[src/rtl/dist_pkg.sv]
// Shared definitions for the 1:2 stream distributor.
//   CH_0 / CH_1 : values of in_channel selecting output 0 or output 1.
// The beat struct depends on DWIDTH, so it is declared inside the top module.
package dist_pkg;

  localparam logic CH_0 = 1'b0;
  localparam logic CH_1 = 1'b1;

endpackage : dist_pkg

[src/rtl/dist_sync_fifo.sv]
// Show-ahead synchronous FIFO built on a register array.
// Ports:
//   clk, reset_n  : rising-edge clock, asynchronous active-low reset
//   wr_en/wr_data : push request; accepted while not full, or when full with a
//                   pop in the same cycle (the freed slot is reused at once)
//   rd_en         : pop request; ignored while empty
//   rd_data       : current head (valid while empty_n)
//   empty_n       : FIFO holds at least one entry
//   count         : occupancy 0..DEPTH (registered)
//   almost_full   : registered count >= FULL_LEVEL, aligned with count
module dist_sync_fifo #(
  parameter int DWIDTH     = 8,
  parameter int DEPTH      = 16,
  parameter int FULL_LEVEL = 12,
  localparam int AWIDTH    = $clog2(DEPTH)
) (
  input  logic              clk,
  input  logic              reset_n,
  input  logic              wr_en,
  input  logic [DWIDTH-1:0] wr_data,
  input  logic              rd_en,
  output logic [DWIDTH-1:0] rd_data,
  output logic              empty_n,
  output logic [AWIDTH:0]   count,
  output logic              almost_full
);

  localparam logic [AWIDTH:0]   FULL_CNT = (AWIDTH+1)'(DEPTH);
  localparam logic [AWIDTH:0]   AF_CNT   = (AWIDTH+1)'(FULL_LEVEL);
  localparam logic [AWIDTH:0]   CNT_ONE  = (AWIDTH+1)'(1);
  localparam logic [AWIDTH-1:0] PTR_ONE  = AWIDTH'(1);

  logic [DWIDTH-1:0] mem [DEPTH];
  logic [AWIDTH-1:0] wr_ptr;
  logic [AWIDTH-1:0] rd_ptr;
  logic [AWIDTH:0]   count_r;
  logic [AWIDTH:0]   count_next;
  logic              af_r;
  logic              wr_ok;
  logic              rd_ok;

  assign rd_ok = rd_en & (count_r != '0);
  // When full, a same-cycle pop frees the head slot, which is exactly where
  // wr_ptr points, so the write may proceed.
  assign wr_ok = wr_en & ((count_r < FULL_CNT) | rd_ok);

  always_comb begin
    count_next = count_r;
    if (wr_ok && !rd_ok) begin
      count_next = count_r + CNT_ONE;
    end else if (!wr_ok && rd_ok) begin
      count_next = count_r - CNT_ONE;
    end
  end

  always_ff @(posedge clk or negedge reset_n) begin
    if (!reset_n) begin
      wr_ptr  <= '0;
      rd_ptr  <= '0;
      count_r <= '0;
      af_r    <= 1'b0;
    end else begin
      if (wr_ok) wr_ptr <= wr_ptr + PTR_ONE;
      if (rd_ok) rd_ptr <= rd_ptr + PTR_ONE;
      count_r <= count_next;
      af_r    <= (count_next >= AF_CNT);
    end
  end

  // Storage needs no reset: entries are only visible through rd_ptr/count.
  always_ff @(posedge clk) begin
    if (wr_ok) mem[wr_ptr] <= wr_data;
  end

  assign rd_data     = mem[rd_ptr];
  assign empty_n     = (count_r != '0);
  assign count       = count_r;
  assign almost_full = af_r;

endmodule : dist_sync_fifo

[src/rtl/dist_2_wrapper_outfill.sv]
// 1:2 stream distributor. A one-entry hold stage registers each input beat,
// then writes it into the FIFO selected by its channel tag. Each FIFO drains
// on its own valid/ready handshake.
// Handshake rule (all ports): a beat transfers on a rising edge where valid
// and ready are both high; ready never depends on the same-side valid.
// Ports:
//   clk, reset_n              : clock, asynchronous active-low reset
//   in_data/in_channel        : input beat and destination (0 -> out_*_0)
//   in_valid/in_ready         : input handshake
//   out_data_x/out_valid_x    : FIFO x head (show-ahead) and non-empty flag
//   out_ready_x               : consumer x pops the head
//   out_almost_full_x         : FIFO x occupancy >= FULL_LEVEL
//   fill_level_x              : FIFO x occupancy 0..DEPTH
//   beat_cnt_x                : beats written into FIFO x since reset (wraps)
module dist_2_wrapper_outfill
  import dist_pkg::*;
#(
  parameter int DWIDTH     = 8,
  parameter int DEPTH      = 16,
  parameter int FULL_LEVEL = 12,
  localparam int AWIDTH    = $clog2(DEPTH)
) (
  input  logic              clk,
  input  logic              reset_n,
  input  logic [DWIDTH-1:0] in_data,
  input  logic              in_channel,
  input  logic              in_valid,
  output logic              in_ready,
  output logic [DWIDTH-1:0] out_data_0,
  output logic              out_valid_0,
  input  logic              out_ready_0,
  output logic              out_almost_full_0,
  output logic [AWIDTH:0]   fill_level_0,
  output logic [31:0]       beat_cnt_0,
  output logic [DWIDTH-1:0] out_data_1,
  output logic              out_valid_1,
  input  logic              out_ready_1,
  output logic              out_almost_full_1,
  output logic [AWIDTH:0]   fill_level_1,
  output logic [31:0]       beat_cnt_1
);

  typedef struct packed {
    logic [DWIDTH-1:0] data;
    logic              ch;
  } dist_beat_t;

  localparam logic [AWIDTH:0] FULL_CNT = (AWIDTH+1)'(DEPTH);

  dist_beat_t      hold_beat;
  logic            hold_valid;
  logic            accept;
  logic            drain;
  logic            pop_0;
  logic            pop_1;
  logic            push_0;
  logic            push_1;
  logic [AWIDTH:0] tgt_count;
  logic            tgt_pop;
  logic [31:0]     beat_cnt_0_r;
  logic [31:0]     beat_cnt_1_r;

  assign pop_0 = out_valid_0 & out_ready_0;
  assign pop_1 = out_valid_1 & out_ready_1;

  always_comb begin
    tgt_count = fill_level_0;
    tgt_pop   = pop_0;
    if (hold_beat.ch == CH_1) begin
      tgt_count = fill_level_1;
      tgt_pop   = pop_1;
    end
  end

  // The hold beat leaves when its target FIFO has room, counting a slot freed
  // by a same-cycle pop. A hold waiting on a full FIFO blocks the input even
  // if the other FIFO is empty: per-channel order needs a single in-order slot.
  assign drain    = hold_valid & ((tgt_count < FULL_CNT) | tgt_pop);
  assign in_ready = ~hold_valid | drain;
  assign accept   = in_valid & in_ready;

  assign push_0 = drain & (hold_beat.ch == CH_0);
  assign push_1 = drain & (hold_beat.ch == CH_1);

  always_ff @(posedge clk or negedge reset_n) begin
    if (!reset_n) begin
      hold_valid <= 1'b0;
      hold_beat  <= '0;
    end else if (accept) begin
      hold_valid <= 1'b1;
      hold_beat  <= '{data: in_data, ch: in_channel};
    end else if (drain) begin
      hold_valid <= 1'b0;
    end
  end

  always_ff @(posedge clk or negedge reset_n) begin
    if (!reset_n) begin
      beat_cnt_0_r <= '0;
      beat_cnt_1_r <= '0;
    end else begin
      if (push_0) beat_cnt_0_r <= beat_cnt_0_r + 32'd1;
      if (push_1) beat_cnt_1_r <= beat_cnt_1_r + 32'd1;
    end
  end

  assign beat_cnt_0 = beat_cnt_0_r;
  assign beat_cnt_1 = beat_cnt_1_r;

  dist_sync_fifo #(
    .DWIDTH     (DWIDTH),
    .DEPTH      (DEPTH),
    .FULL_LEVEL (FULL_LEVEL)
  ) u_fifo_0 (
    .clk         (clk),
    .reset_n     (reset_n),
    .wr_en       (push_0),
    .wr_data     (hold_beat.data),
    .rd_en       (pop_0),
    .rd_data     (out_data_0),
    .empty_n     (out_valid_0),
    .count       (fill_level_0),
    .almost_full (out_almost_full_0)
  );

  dist_sync_fifo #(
    .DWIDTH     (DWIDTH),
    .DEPTH      (DEPTH),
    .FULL_LEVEL (FULL_LEVEL)
  ) u_fifo_1 (
    .clk         (clk),
    .reset_n     (reset_n),
    .wr_en       (push_1),
    .wr_data     (hold_beat.data),
    .rd_en       (pop_1),
    .rd_data     (out_data_1),
    .empty_n     (out_valid_1),
    .count       (fill_level_1),
    .almost_full (out_almost_full_1)
  );

endmodule : dist_2_wrapper_outfill
[config.mk]
export PLATFORM = sky130hd
export DESIGN_NAME = dist_2_wrapper_outfill
export DESIGN_NICKNAME = d
export VERILOG_FILES = /design/src/rtl/dist_pkg.sv /design/src/rtl/dist_sync_fifo.sv /design/src/rtl/dist_2_wrapper_outfill.sv
export SDC_FILE = /design/constraint.sdc
export NUM_CORES = 1
export LEC_CHECK = 0
export CORE_AREA = 8 8 204 206
export DETAILED_ROUTE_END_ITERATION = 16
export DIE_AREA = 0 0 212 214
export GPL_TIMING_DRIVEN = 1
export PLACE_DENSITY_LB_ADDON = 0.15
export SYNTH_ARGS = -nofsm -noshare
export SYNTH_HDL_FRONTEND = slang
export SYNTH_HIERARCHICAL = 1
export SYNTH_SLANG_ARGS = --single-unit
[constraint.sdc]
create_clock -name clk -period 9.1 [get_ports clk]
set_input_delay 2.73 -clock clk [delete_from_list [all_inputs] [get_ports clk]]
set_output_delay 2.73 -clock clk [all_outputs]
set_load 0.01 [all_outputs]
==> run summary <==
Post-Route WL -> 34000 µm
Worst Tran Pin Value -> 1.232 ns
Power consumption -> 5.181 mW
DIE AREA -> 45370 µm²
RSZ-0062 raised after global routing -> false
Post-synth top flop -> edfxtp_1
Core Rows -> 72
Final setup fails -> 0
Port bufs -> 108
Pin count of the biggest net entering global routing -> 59
Most Used Layer, Global Route -> met2
Global-route wire length before repair -> 52490 µm
CTS root buf -> clkbuf_16
Hold Crit Class -> reg2reg
Met1 Use GR -> 20.48%
Final RePlAce weighted congestion -> 0.7568
Worst-path fanout max -> 10
Synth warnings -> 6
GR Layer Usage met2 -> 23.22%
Fmax -> 0.1413 GHz
Worst setup EP type -> primary output
Initial core utilization -> 39.66%
Max cap viols -> 0
Area of the mapped netlist -> 15180 µm²
Relative slew slack -> 17.15%
Die W -> 212 µm
Clock Skew -> 0.02416 ns
Register bit total from synthesis -> 358
Worst VDD drop -> 0.1316 mV
Slowest stage delay, CP -> 0.54 ns
Clock Path Buffers -> 3
Fin Hold WS -> 0.4632 ns
Area growth, synth to finish -> 18.87%
Worst-path clk slew -> 0.06 ns
Kind of critical path -> in2out
Worst slack, placed -> 2.028 ns
GRT Total Usage -> 15.03%
Iter 0 DRT Violations -> 384
Vias in the first global route -> 8375
CP max-delay cell -> clkdlybuf4s50_1
Pwr dens -> 287.1 nW/µm²
CP delay by family, top -> buffers and inverters
DP HPWL -> 21820 µm
I/O Pins -> 109
Crit path launch type -> input pin
Critical path data required time -> 6.37 ns
Asr flop ratio synth -> 28.49%
Final hold viol count -> 0
Vias -> 8043
Final global-route overflow total -> 0
Initial antenna violation count -> 8
Cell variety after synth -> 58
DR WL/cell -> 22.15 µm
Met3 Usage GRT -> 4.604%
Post-synth EDFFs -> 256
Post-CTS Hold Buffers -> 0
Syn Inst Count -> 864
Fin crit period -> 7.079 ns
TritonCTS buffer count -> 38
Antenna viol nets, final -> 0
Clk_lat worst skew -> 0.54 ns
Post-CTS Resized -> 0
Lkg Pwr -> 6.310 nW
Residual DRC count -> 0
TritonRoute pass-1 iters -> 4
Status -> completed
Seq/Total Area, Yosys -> 67.44%
Post-CTS Setup Bufs -> 0
Cell mode on critical path -> clkdlybuf4s50_1
Crit path cell chain -> clkdlybuf4s50_1 -> and2_1 -> o22ai_1 -> nand2_1 -> clkdlybuf4s50_1
Worst Path Arrival -> 4.35 ns
CTS tree -> yes
Sum Neg Setup Slack -> 0 ns
Syn nets -> 896
Layout cells sized above 1 -> 12.81%
Final Max Tran Viols -> 0
Final net count -> 1018
H-Tree Depth -> 2
Final worst slack -> 2.021 ns
Vias per inst -> 5.240
CTS Sinks -> 358
Final worst-path cycle share -> 77.79%
Core Box Area -> 38290 µm²
Die span in y -> 214 µm
Synth Area per Inst -> 17.57 µm²
CP bufs+invs -> 2
## final timing paths
kind	startpoint	end	slack, ns	cells past startpoint
max in group asynchronous	reset_n	u_fifo_0/rd_ptr[1]	5.67	2
min reg2reg	beat_cnt_0[31]	beat_cnt_0[31]	0.46	1
min	beat_cnt_0[31]	beat_cnt_0[31]	0.46	1
min in group asynchronous	reset_n	beat_cnt_1[24]	2.20	1
max	out_ready_1	in_ready	2.02	5
max reg2reg	u_fifo_1/count[1]	u_fifo_1/mem[1][4]	5.74	9
## state kept, by name, indices dropped and copies added, names as in the netlist, 4 cells and up
signal and flops:
u_fifo_1/wr_ptr 4, hold_beat 9, u_fifo_1/count 5, beat_cnt_0 32, u_fifo_0/rd_ptr 4, u_fifo_1/rd_ptr 4, u_fifo_0/mem 128, u_fifo_0/count 5
u_fifo_0/wr_ptr 4, u_fifo_1/mem 128, beat_cnt_1 32
## stage by stage
step / util, % / cells / area [µm²]
after global placement: 43.92 / 1464 / 16810
after detailed placement: 43.92 / 1464 / 16810
after floorplan: - / 864 / 15180
after CTS: 47.13 / 1533 / 18040
final: 47.14 / 1535 / 18050
after global routing: 47.14 / 1534 / 18050
## synth_stat cells, types with 4 or more instances
master,n,area [µm²]
edfxtp_1,256,7687
dfrtp_1,102,2552
mux4_1,60,1577
xnor2_1,50,437.9
nand2_1,36,135.1
nand4_1,29,181.4
nor2_1,28,105.1
xor2_1,26,227.7
inv_1,25,93.84
and2_1,22,137.6
nand3_1,22,110.1
mux4_2,20,450.4
clkbuf_1,18,67.56
ha_1,18,225.2
nor3_1,17,85.08
mux2_2,15,168.9
nor4_1,15,93.84
and3_1,11,68.82
a21oi_1,8,40.04
nand2b_1,8,50.05
buf_6,7,78.83
and4_1,4,35.03
buf_1,4,15.01
nor3b_1,4,30.03
## worst register-to-register path: stages (launching register included)
cell and delay [ns]:
dfrtp_1 0.49, inv_1 0.10, ha_1 0.20, nor4b_2 0.19, inv_2 0.14, a21boi_1 0.24, nor2_1 0.16, buf_4 0.21
nand2_1 0.26, nor4_2 1.00
## power by group
group          total [mW]  switching, mW  internal, mW
Combinational        1.34          0.598         0.739
Clock                1.53          0.629         0.900
Sequential           2.32          0.346          1.97
## cells by family after synthesis
kind of cell / after synthesis / share of synthesized area, %
simple gates: 226 / 8.677
compound gates: 29 / 1.434
buf+inv: 60 / 1.994
fa+ha+maj: 18 / 1.483
flops: 358 / 67.44
mux: 97 / 14.59
xor+xnor: 76 / 4.384
## routing by layer
layer	wire [µm]	share of wire, %
met5	59	0.17
met4	592	1.7
met3	2219	6.5
met2	15450	45
met1	15680	46
## cell type report
| cell class | instances | area, µm² |
|---|---|---|
| sequential | 358 | 10240 |
| inverter | 27 | 101.3 |
| timing repair buffer | 115 | 1131 |
| multi-input combinational | 446 | 4692 |
| antenna | 2 | 5.005 |
| tap | 518 | 648.1 |
| fill | 3279 | 20240 |
| clock inverter | 24 | 231.5 |
| clock buffer | 45 | 998.5 |
## cell usage in the layout, fill, tap and decap left out, drive strengths merged, types with 24 or more instances in the layout
cell type	n
edfxtp	256
nor2	28
nand4	30
clkbuf	45
inv	27
and2	24
clkdlybuf4s50	107
xor2	26
mux4	80
xnor2	50
dfrtp	102
nand2	36
Power figures use the tool's default switching activity.
